[config.mk]
export PLATFORM = sky130hd
export DESIGN_NAME = dqsw_tap_trainer
export DESIGN_NICKNAME = d
export VERILOG_FILES = /design/src/rtl/ddr_phy_train_pkg.sv /design/src/rtl/dqsw_sample_accum.sv /design/src/rtl/dqsw_tap_trainer.sv
export SDC_FILE = /design/constraint.sdc
export NUM_CORES = 1
export LEC_CHECK = 0
export ABC_CLOCK_PERIOD_IN_PS = 2180
export CORE_MARGIN = 2
export CORE_UTILIZATION = 40
export CTS_BUF_LIST = sky130_fd_sc_hd__clkbuf_8
export DETAILED_ROUTE_END_ITERATION = 16
export GPL_ROUTABILITY_DRIVEN = 0
export PLACE_DENSITY = 0.64
export RECOVER_POWER = 25
export SKIP_LAST_GASP = 1
export SLEW_MARGIN = 25
export SYNTH_ARGS = -nofsm -noshare
export SYNTH_HDL_FRONTEND = slang
export SYNTH_SLANG_ARGS = --single-unit
[constraint.sdc]
create_clock -name FAB_CLK -period 2.18 [get_ports FAB_CLK]
set_input_delay 0.436 -clock FAB_CLK [delete_from_list [all_inputs] [get_ports FAB_CLK]]
set_output_delay 0.436 -clock FAB_CLK [all_outputs]
set_load 0.05 [all_outputs]
[src/rtl/ddr_phy_train_pkg.sv]
// ddr_phy_train_pkg: shared state encoding and result codes for the DDR4 PHY training controllers
//   no ports; provides train_state_t, FAIL_* codes, DIR_INC and is_busy()
package ddr_phy_train_pkg;
  typedef enum logic [3:0] {
    IDLE,
    LOAD,
    CLEAR,
    SETTLE,
    SAMPLE,
    DECIDE,
    STEP,
    DONE,
    FAIL
  } train_state_t;
  localparam logic [1:0] FAIL_NONE    = 2'b00;
  localparam logic [1:0] FAIL_NO_EDGE = 2'b01;
  localparam logic [1:0] FAIL_OOR     = 2'b10;
  localparam logic [1:0] FAIL_ABORT   = 2'b11;
  localparam logic       DIR_INC      = 1'b0;
  function automatic logic is_busy(train_state_t s);
    return !(s inside {IDLE, DONE, FAIL});
  endfunction
endpackage

[src/rtl/dqsw_sample_accum.sv]
// dqsw_sample_accum: per-tap feedback accumulator with strict-majority vote and eye-monitor flag capture
//   clk, rst_n      : fabric clock, async active-low reset
//   clr             : zero the accumulator, flag and sample counter
//   en              : accumulate this cycle (SAMPLE state)
//   rx_data         : 2-bit write-leveling feedback
//   eye_early/late  : eye-monitor flags, captured only while en
//   vote            : ones count strictly above SAMPLE_COUNT (tie reads as 0)
//   em_flag         : any eye-monitor flag seen while en
//   sample_done     : high in the last enabled sample cycle
module dqsw_sample_accum
  import ddr_phy_train_pkg::*;
#(
  parameter int SAMPLE_COUNT = 16
) (
  input  logic       clk,
  input  logic       rst_n,
  input  logic       clr,
  input  logic       en,
  input  logic [1:0] rx_data,
  input  logic       eye_early,
  input  logic       eye_late,
  output logic       vote,
  output logic       em_flag,
  output logic       sample_done
);
  localparam int OW = $clog2(2 * SAMPLE_COUNT + 1);
  localparam int CW = (SAMPLE_COUNT > 1) ? $clog2(SAMPLE_COUNT) : 1;
  logic [OW-1:0] ones_cnt_q, ones_cnt_d;
  logic [CW-1:0] smp_cnt_q, smp_cnt_d;
  logic          em_flag_q, em_flag_d;
  assign sample_done = en && (smp_cnt_q == CW'(SAMPLE_COUNT - 1));
  assign vote        = ones_cnt_q > OW'(SAMPLE_COUNT);
  assign em_flag     = em_flag_q;
  always_comb begin
    ones_cnt_d = clr ? '0 : en ? ones_cnt_q + OW'(rx_data[0]) + OW'(rx_data[1]) : ones_cnt_q;
    em_flag_d  = clr ? 1'b0 : em_flag_q | (en & (eye_early | eye_late));
    smp_cnt_d  = (clr || sample_done) ? '0 : en ? smp_cnt_q + CW'(1) : smp_cnt_q;
  end
  always_ff @(posedge clk or negedge rst_n)
    if (!rst_n) begin
      ones_cnt_q <= '0;
      em_flag_q  <= 1'b0;
      smp_cnt_q  <= '0;
    end else begin
      ones_cnt_q <= ones_cnt_d;
      em_flag_q  <= em_flag_d;
      smp_cnt_q  <= smp_cnt_d;
    end
endmodule

[src/rtl/dqsw_tap_trainer.sv]
// dqsw_tap_trainer: per-lane DQSW write-leveling controller sweeping the IOD delay line for the 0->1 feedback edge
//   FAB_CLK, ARST_N            : fabric clock, async active-low reset
//   start, abort               : begin training (pulse) / terminate training (level)
//   RX_DATA, EYE_MONITOR_*     : IOD feedback and eye-monitor flags
//   DELAY_LINE_OUT_OF_RANGE    : IOD delay-line limit flag, honoured only while settling
//   DELAY_LINE_LOAD/MOVE/DIR   : IOD delay-line controls (registered one-cycle strobes)
//   EYE_MONITOR_CLEAR_FLAGS    : IOD eye-monitor clear strobe
//   busy, done, fail, fail_code: training status
//   tap_count, edge_tap        : current tap offset and tap of the found edge
//   edge_unstable              : eye-monitor flag seen while sampling the edge tap
module dqsw_tap_trainer
  import ddr_phy_train_pkg::*;
#(
  parameter int MAX_TAPS      = 128,
  parameter int TAP_W         = 7,
  parameter int SETTLE_CYCLES = 8,
  parameter int SAMPLE_COUNT  = 16
) (
  input  logic             FAB_CLK,
  input  logic             ARST_N,
  input  logic             start,
  input  logic             abort,
  input  logic [1:0]       RX_DATA,
  input  logic             EYE_MONITOR_EARLY,
  input  logic             EYE_MONITOR_LATE,
  input  logic             DELAY_LINE_OUT_OF_RANGE,
  output logic             DELAY_LINE_LOAD,
  output logic             DELAY_LINE_MOVE,
  output logic             DELAY_LINE_DIRECTION,
  output logic             EYE_MONITOR_CLEAR_FLAGS,
  output logic             busy,
  output logic             done,
  output logic             fail,
  output logic [1:0]       fail_code,
  output logic [TAP_W-1:0] tap_count,
  output logic [TAP_W-1:0] edge_tap,
  output logic             edge_unstable
);
  localparam int SW = (SETTLE_CYCLES > 1) ? $clog2(SETTLE_CYCLES) : 1;
  train_state_t     state_q, state_d;
  logic [TAP_W-1:0] tap_q, tap_d, edge_tap_q, edge_tap_d;
  logic [SW-1:0]    settle_q, settle_d;
  logic [1:0]       fail_code_q, fail_code_d;
  logic             seen_zero_q, seen_zero_d, edge_unstable_q, edge_unstable_d;
  logic             load_q, load_d, move_q, move_d, clr_flags_q, clr_flags_d;
  logic             busy_q, busy_d, done_q, done_d, fail_q, fail_d;
  logic             vote, em_flag, sample_done;
  dqsw_sample_accum #(.SAMPLE_COUNT(SAMPLE_COUNT)) u_accum (
    .clk        (FAB_CLK),
    .rst_n      (ARST_N),
    .clr        (state_q == CLEAR),
    .en         (state_q == SAMPLE),
    .rx_data    (RX_DATA),
    .eye_early  (EYE_MONITOR_EARLY),
    .eye_late   (EYE_MONITOR_LATE),
    .vote       (vote),
    .em_flag    (em_flag),
    .sample_done(sample_done)
  );
  always_comb begin
    state_d         = state_q;
    tap_d           = tap_q;
    settle_d        = settle_q;
    seen_zero_d     = seen_zero_q;
    edge_tap_d      = edge_tap_q;
    edge_unstable_d = edge_unstable_q;
    fail_code_d     = fail_code_q;
    // abort outranks every in-state decision, including out-of-range and DECIDE exits
    if (abort && busy_q) begin
      state_d     = FAIL;
      fail_code_d = FAIL_ABORT;
    end else begin
      case (state_q)
        IDLE, DONE, FAIL:
          if (start && !abort) begin
            state_d         = LOAD;
            fail_code_d     = FAIL_NONE;
            edge_tap_d      = '0;
            edge_unstable_d = 1'b0;
          end
        LOAD: begin
          state_d     = CLEAR;
          tap_d       = '0;
          seen_zero_d = 1'b0;
        end
        CLEAR: begin
          state_d  = SETTLE;
          settle_d = '0;
        end
        SETTLE:
          if (DELAY_LINE_OUT_OF_RANGE) begin
            state_d     = FAIL;
            fail_code_d = FAIL_OOR;
          end else if (settle_q == SW'(SETTLE_CYCLES - 1)) begin
            state_d = SAMPLE;
          end else begin
            settle_d = settle_q + SW'(1);
          end
        SAMPLE:
          if (sample_done) state_d = DECIDE;
        DECIDE: begin
          // a 1 only counts as the edge once a 0 has been seen earlier in the sweep
          seen_zero_d = seen_zero_q | ~vote;
          if (vote && seen_zero_q) begin
            state_d         = DONE;
            edge_tap_d      = tap_q;
            edge_unstable_d = em_flag;
          end else if (tap_q == TAP_W'(MAX_TAPS - 1)) begin
            state_d     = FAIL;
            fail_code_d = FAIL_NO_EDGE;
          end else begin
            state_d = STEP;
          end
        end
        STEP: begin
          state_d = CLEAR;
          tap_d   = tap_q + TAP_W'(1);
        end
        default: state_d = IDLE;
      endcase
    end
    // strobes and status are decoded from the next state so they are flop outputs
    load_d      = state_d == LOAD;
    move_d      = state_d == STEP;
    clr_flags_d = state_d == CLEAR;
    busy_d      = is_busy(state_d);
    done_d      = state_d == DONE;
    fail_d      = state_d == FAIL;
  end
  always_ff @(posedge FAB_CLK or negedge ARST_N)
    if (!ARST_N) begin
      state_q         <= IDLE;
      tap_q           <= '0;
      settle_q        <= '0;
      seen_zero_q     <= 1'b0;
      edge_tap_q      <= '0;
      edge_unstable_q <= 1'b0;
      fail_code_q     <= FAIL_NONE;
      load_q          <= 1'b0;
      move_q          <= 1'b0;
      clr_flags_q     <= 1'b0;
      busy_q          <= 1'b0;
      done_q          <= 1'b0;
      fail_q          <= 1'b0;
    end else begin
      state_q         <= state_d;
      tap_q           <= tap_d;
      settle_q        <= settle_d;
      seen_zero_q     <= seen_zero_d;
      edge_tap_q      <= edge_tap_d;
      edge_unstable_q <= edge_unstable_d;
      fail_code_q     <= fail_code_d;
      load_q          <= load_d;
      move_q          <= move_d;
      clr_flags_q     <= clr_flags_d;
      busy_q          <= busy_d;
      done_q          <= done_d;
      fail_q          <= fail_d;
    end
  assign DELAY_LINE_LOAD         = load_q;
  assign DELAY_LINE_MOVE         = move_q;
  assign DELAY_LINE_DIRECTION    = DIR_INC;
  assign EYE_MONITOR_CLEAR_FLAGS = clr_flags_q;
  assign busy                    = busy_q;
  assign done                    = done_q;
  assign fail                    = fail_q;
  assign fail_code               = fail_code_q;
  assign tap_count               = tap_q;
  assign edge_tap                = edge_tap_q;
  assign edge_unstable           = edge_unstable_q;
endmodule
==> results.sh, run 1 <==
export IMPL_clk_latency_ns=0.29
export IMPL_path_depth=1
export IMPL_ys_seq_area_share_pct=45.09
export IMPL_required_ns=1.74
export IMPL_n_antenna_cell=0
export IMPL_slew_violations=0
export IMPL_fill_cells=507
export IMPL_synth_seq_cells=42
export IMPL_start_util_pct=41.82
export IMPL_cp_cell_sequence="clkdlybuf4s50_1"
export IMPL_cts_tree="done"
export IMPL_startpoint_type="flop"
export IMPL_hold_violations=0
export IMPL_ys_async_sr_fraction_pct=100.0
export IMPL_cts_clk_slew_worst_paths_ns=0.08
export IMPL_detail_route_antenna_nets=0
export IMPL_fmax_mhz=485.5
export IMPL_grt_pass1_vias=1859
export IMPL_seqPwrFrac_pct=35.9
export IMPL_grt_pass1_wl_um=8901
export IMPL_synth_area_sq_um=2331
export IMPL_grt_usage_pct=18.04
export IMPL_fin_util_pct=53.63
export IMPL_internal_power_mw=1.723
export IMPL_core_area_sq_um=5574
export IMPL_first_pass_iters=4
export IMPL_overflow=0
export IMPL_yosys_warnings=0
export IMPL_hold_class="in2async"
export IMPL_post_place_ws_ns=-0.1200
export IMPL_dieArea_sq_um=6454
export IMPL_finalSetupViolCount=0
export IMPL_layout_drive_gt1_share_pct=19.86
export IMPL_ys_flop_type="dfrtp_1"
export IMPL_via_per_inst=5.218
export IMPL_leakage_nw=1.298
export IMPL_path_class="reg2out"
export IMPL_clock_sinks=42
export IMPL_wl_per_cell_um=14.66
export IMPL_ys_types=59
export IMPL_holdBufCountCts=0
export IMPL_cts_max_level=2
export IMPL_cts_root_buf="clkbuf_8"
export IMPL_power_mw=2.857
export IMPL_drt_total_wl_um=5188
export IMPL_io_pins=33
export IMPL_fp_dieH_um=80.34
export IMPL_yosysTopAreaCellShare_pct=45.09
export IMPL_cp_num_buf_inv=1
export IMPL_drt_iter0_drc=75
export IMPL_critPathCaptureType="output port"
export IMPL_cts_buffers=5
export IMPL_final_setup_tns_ns=0
export IMPL_fin_crit_sh_pct=94.48
export IMPL_rsz0062_at_grt="yes"
export IMPL_power_density_nw_per_um2=955.9
export IMPL_combPwrFrac_pct=43.0
export IMPL_p_sw_mw=1.134
export IMPL_max_stage_delay_ns=0.85
export IMPL_maxCapViolations=0
export IMPL_synth_edf_count=0
export IMPL_worstPathArrival_ns=1.62
export IMPL_postSynthAreaPerCell_sq_um=10.05
export IMPL_rows=27
export IMPL_vias=1847
export IMPL_synth_area_leader_cell="dfrtp_1"
export IMPL_hpwl_um=3563
export IMPL_worstMarginPinSlew_ns=1.038
export IMPL_p_sw_share_pct=39.69
export IMPL_finClkSkew_ns=0.002902
export IMPL_synthCells=232
export IMPL_cp_slowest_cell="clkdlybuf4s50_1"
export IMPL_die_w_um=80.34
export IMPL_syn2layout_area_growth_pct=28.23
export IMPL_p_clk_share_pct=21.1
export IMPL_setup_slack_ns=0.1204
export IMPL_fin_crit_ns=2.060
export IMPL_numPortBuffers=31
export IMPL_relSlewSlack_pct=30.83
export IMPL_route_detailed_drc=0
export IMPL_clk_path_buf_depth=2
export IMPL_antenna_found_initial=0
export IMPL_peakVddDrop_mv=0.9362
export IMPL_cp_max_fo=7
export IMPL_critPathTopFamily="buffers and inverters"
export IMPL_grt_max_degree=43
export IMPL_layout_nets=296
export IMPL_run_status="completed"
export IMPL_synth_most_common_cell="dfrtp_1"
export IMPL_ys_top_cells_by_count="dfrtp_1, nand2_1, nor2_1, nand2b_1"
export IMPL_ff2ff_path_depth=8
export IMPL_synthTopCellsByArea="dfrtp_1, nand2_1, ha_1"
export IMPL_synth_nets=247
layout make-up:
type | instances | area [sq um] | area share, %
multi-input combinational | 172 | 1247 | 41.73
clock buffer | 5 | 68.82 | 2.302
sequential | 42 | 1052 | 35.20
clock inverter | 3 | 40.04 | 1.339
inverter | 9 | 33.78 | 1.130
timing repair buffer | 51 | 456.7 | 15.28
tap | 72 | 90.09 | 3.014
logic make-up after synthesis:
kind of cell    after synthesis  synth area share (%)
compound gates               44                 13.31
mux                           7                 3.060
other cells                   1                0.1609
buf+inv                      19                 4.133
xor+xnor                      5                 1.879
flops                        42                 45.09
fa+ha+maj                     6                 3.543
simple gates                108                 28.83
stage by stage:
step	cell area, sq um	hold slack [ns]	cells
floorplan	2331	0.1404	232
global placement	2809	0.4304	341
detailed placement	2809	0.4326	341
CTS	3007	0.1077	356
global route	2989	0.4825	354
finish	2989	0.3853	354
per-layer routing:
metal	GRT usage (%)	part of all wire, %
met1	25.23	48
met2	27.75	48
met3	3.708	2.8
met4	6.271	0.94
met5	0	0
power by group through the flow:
stage / clock [mW] / combinational, mW / sequential [mW]
after CTS: 0.627 / 1.31 / 1.02
after global routing: 0.670 / 1.34 / 1.04
after global placement: 0 / 1.15 / 1.03
final: 0.603 / 1.23 / 1.02
after floorplan: 0 / 0.670 / 1.16
after detailed placement: 0 / 1.16 / 1.03
repair_timing:
action	4_1_cts	5_1_grt
setup buffers	5	0
endpoints found under the setup margin	5	14
gates resized for setup	6	8
cloned	2	0
pin swaps	1	4
final timing paths:
| check | start | endpoint | slack, ns |
|---|---|---|---|
| setup reg to reg | settle_q[1]$_DFFE_PN0P_ | edge_tap[3]$_DFFE_PN0P_ | 0.13 |
| hold reg to reg | settle_q[1]$_DFFE_PN0P_ | settle_q[1]$_DFFE_PN0P_ | 0.51 |
| min in group FAB_CLK | settle_q[1]$_DFFE_PN0P_ | settle_q[1]$_DFFE_PN0P_ | 0.51 |
| setup / recovery | tap_count[2]$_DFFE_PN0P_ | tap_count[2] | 0.12 |
| max in group asynchronous | ARST_N | state_q[2]$_DFF_PN0_ | 1.07 |
| hold / removal | ARST_N | settle_q[1]$_DFFE_PN0P_ | 0.39 |
cells in the final DEF (no fill, tap or decap), types with 2 or more instances in the layout:
master / Yosys / layout
o211ai_1: 2 / 2
buf_4: 1 / 18
o21ai_0: 6 / 6
or2_4: 0 / 2
nand2_1: 32 / 32
a31oi_1: 2 / 2
inv_1: 9 / 9
nor4_2: 4 / 3
nand3_1: 8 / 8
nand2b_1: 10 / 10
nor2_1: 14 / 14
a21oi_1: 9 / 9
xor2_1: 4 / 4
mux2i_1: 6 / 6
nor3_1: 2 / 2
o211ai_4: 1 / 2
dfrtp_1: 42 / 41
nand4_1: 3 / 3
or3_1: 2 / 2
nor2b_1: 3 / 3
ha_1: 5 / 3
o22ai_1: 3 / 3
clkbuf_8: 0 / 5
clkinv_2: 0 / 2
o21ai_2: 0 / 2
o21a_1: 2 / 2
clkdlybuf4s50_1: 0 / 30
nand3b_1: 4 / 4
and2_1: 6 / 5
o21ai_1: 7 / 5
and3_1: 4 / 4
a22o_1: 2 / 2
worst reg2reg max path: stages, from the launching register on:
cell      delay, ns
dfrtp_1        0.38
ha_2           0.20
ha_4           0.17
or2_4          0.23
a2111o_1       0.40
nand2_1        0.07
nor3b_4        0.21
buf_4          0.19
o21ai_1        0.08
state kept, by name, indices dropped and copies added (netlist names), 2 cells and up:
register,flops
edge_tap,7
state_q,4
u_accum.smp_cnt_q,4
u_accum.ones_cnt_q,6
fail_code,2
tap_count,7
settle_q,3
No activity file was read; power rests on OpenSTA's default activity.
==> run 2: changes to the inputs <==
Settings changed: CTS_BUF_LIST sky130_fd_sc_hd__clkbuf_8 to unset.
==> results of run 2 <==
Final layout, timing and power as in run 1 (identical DEF).
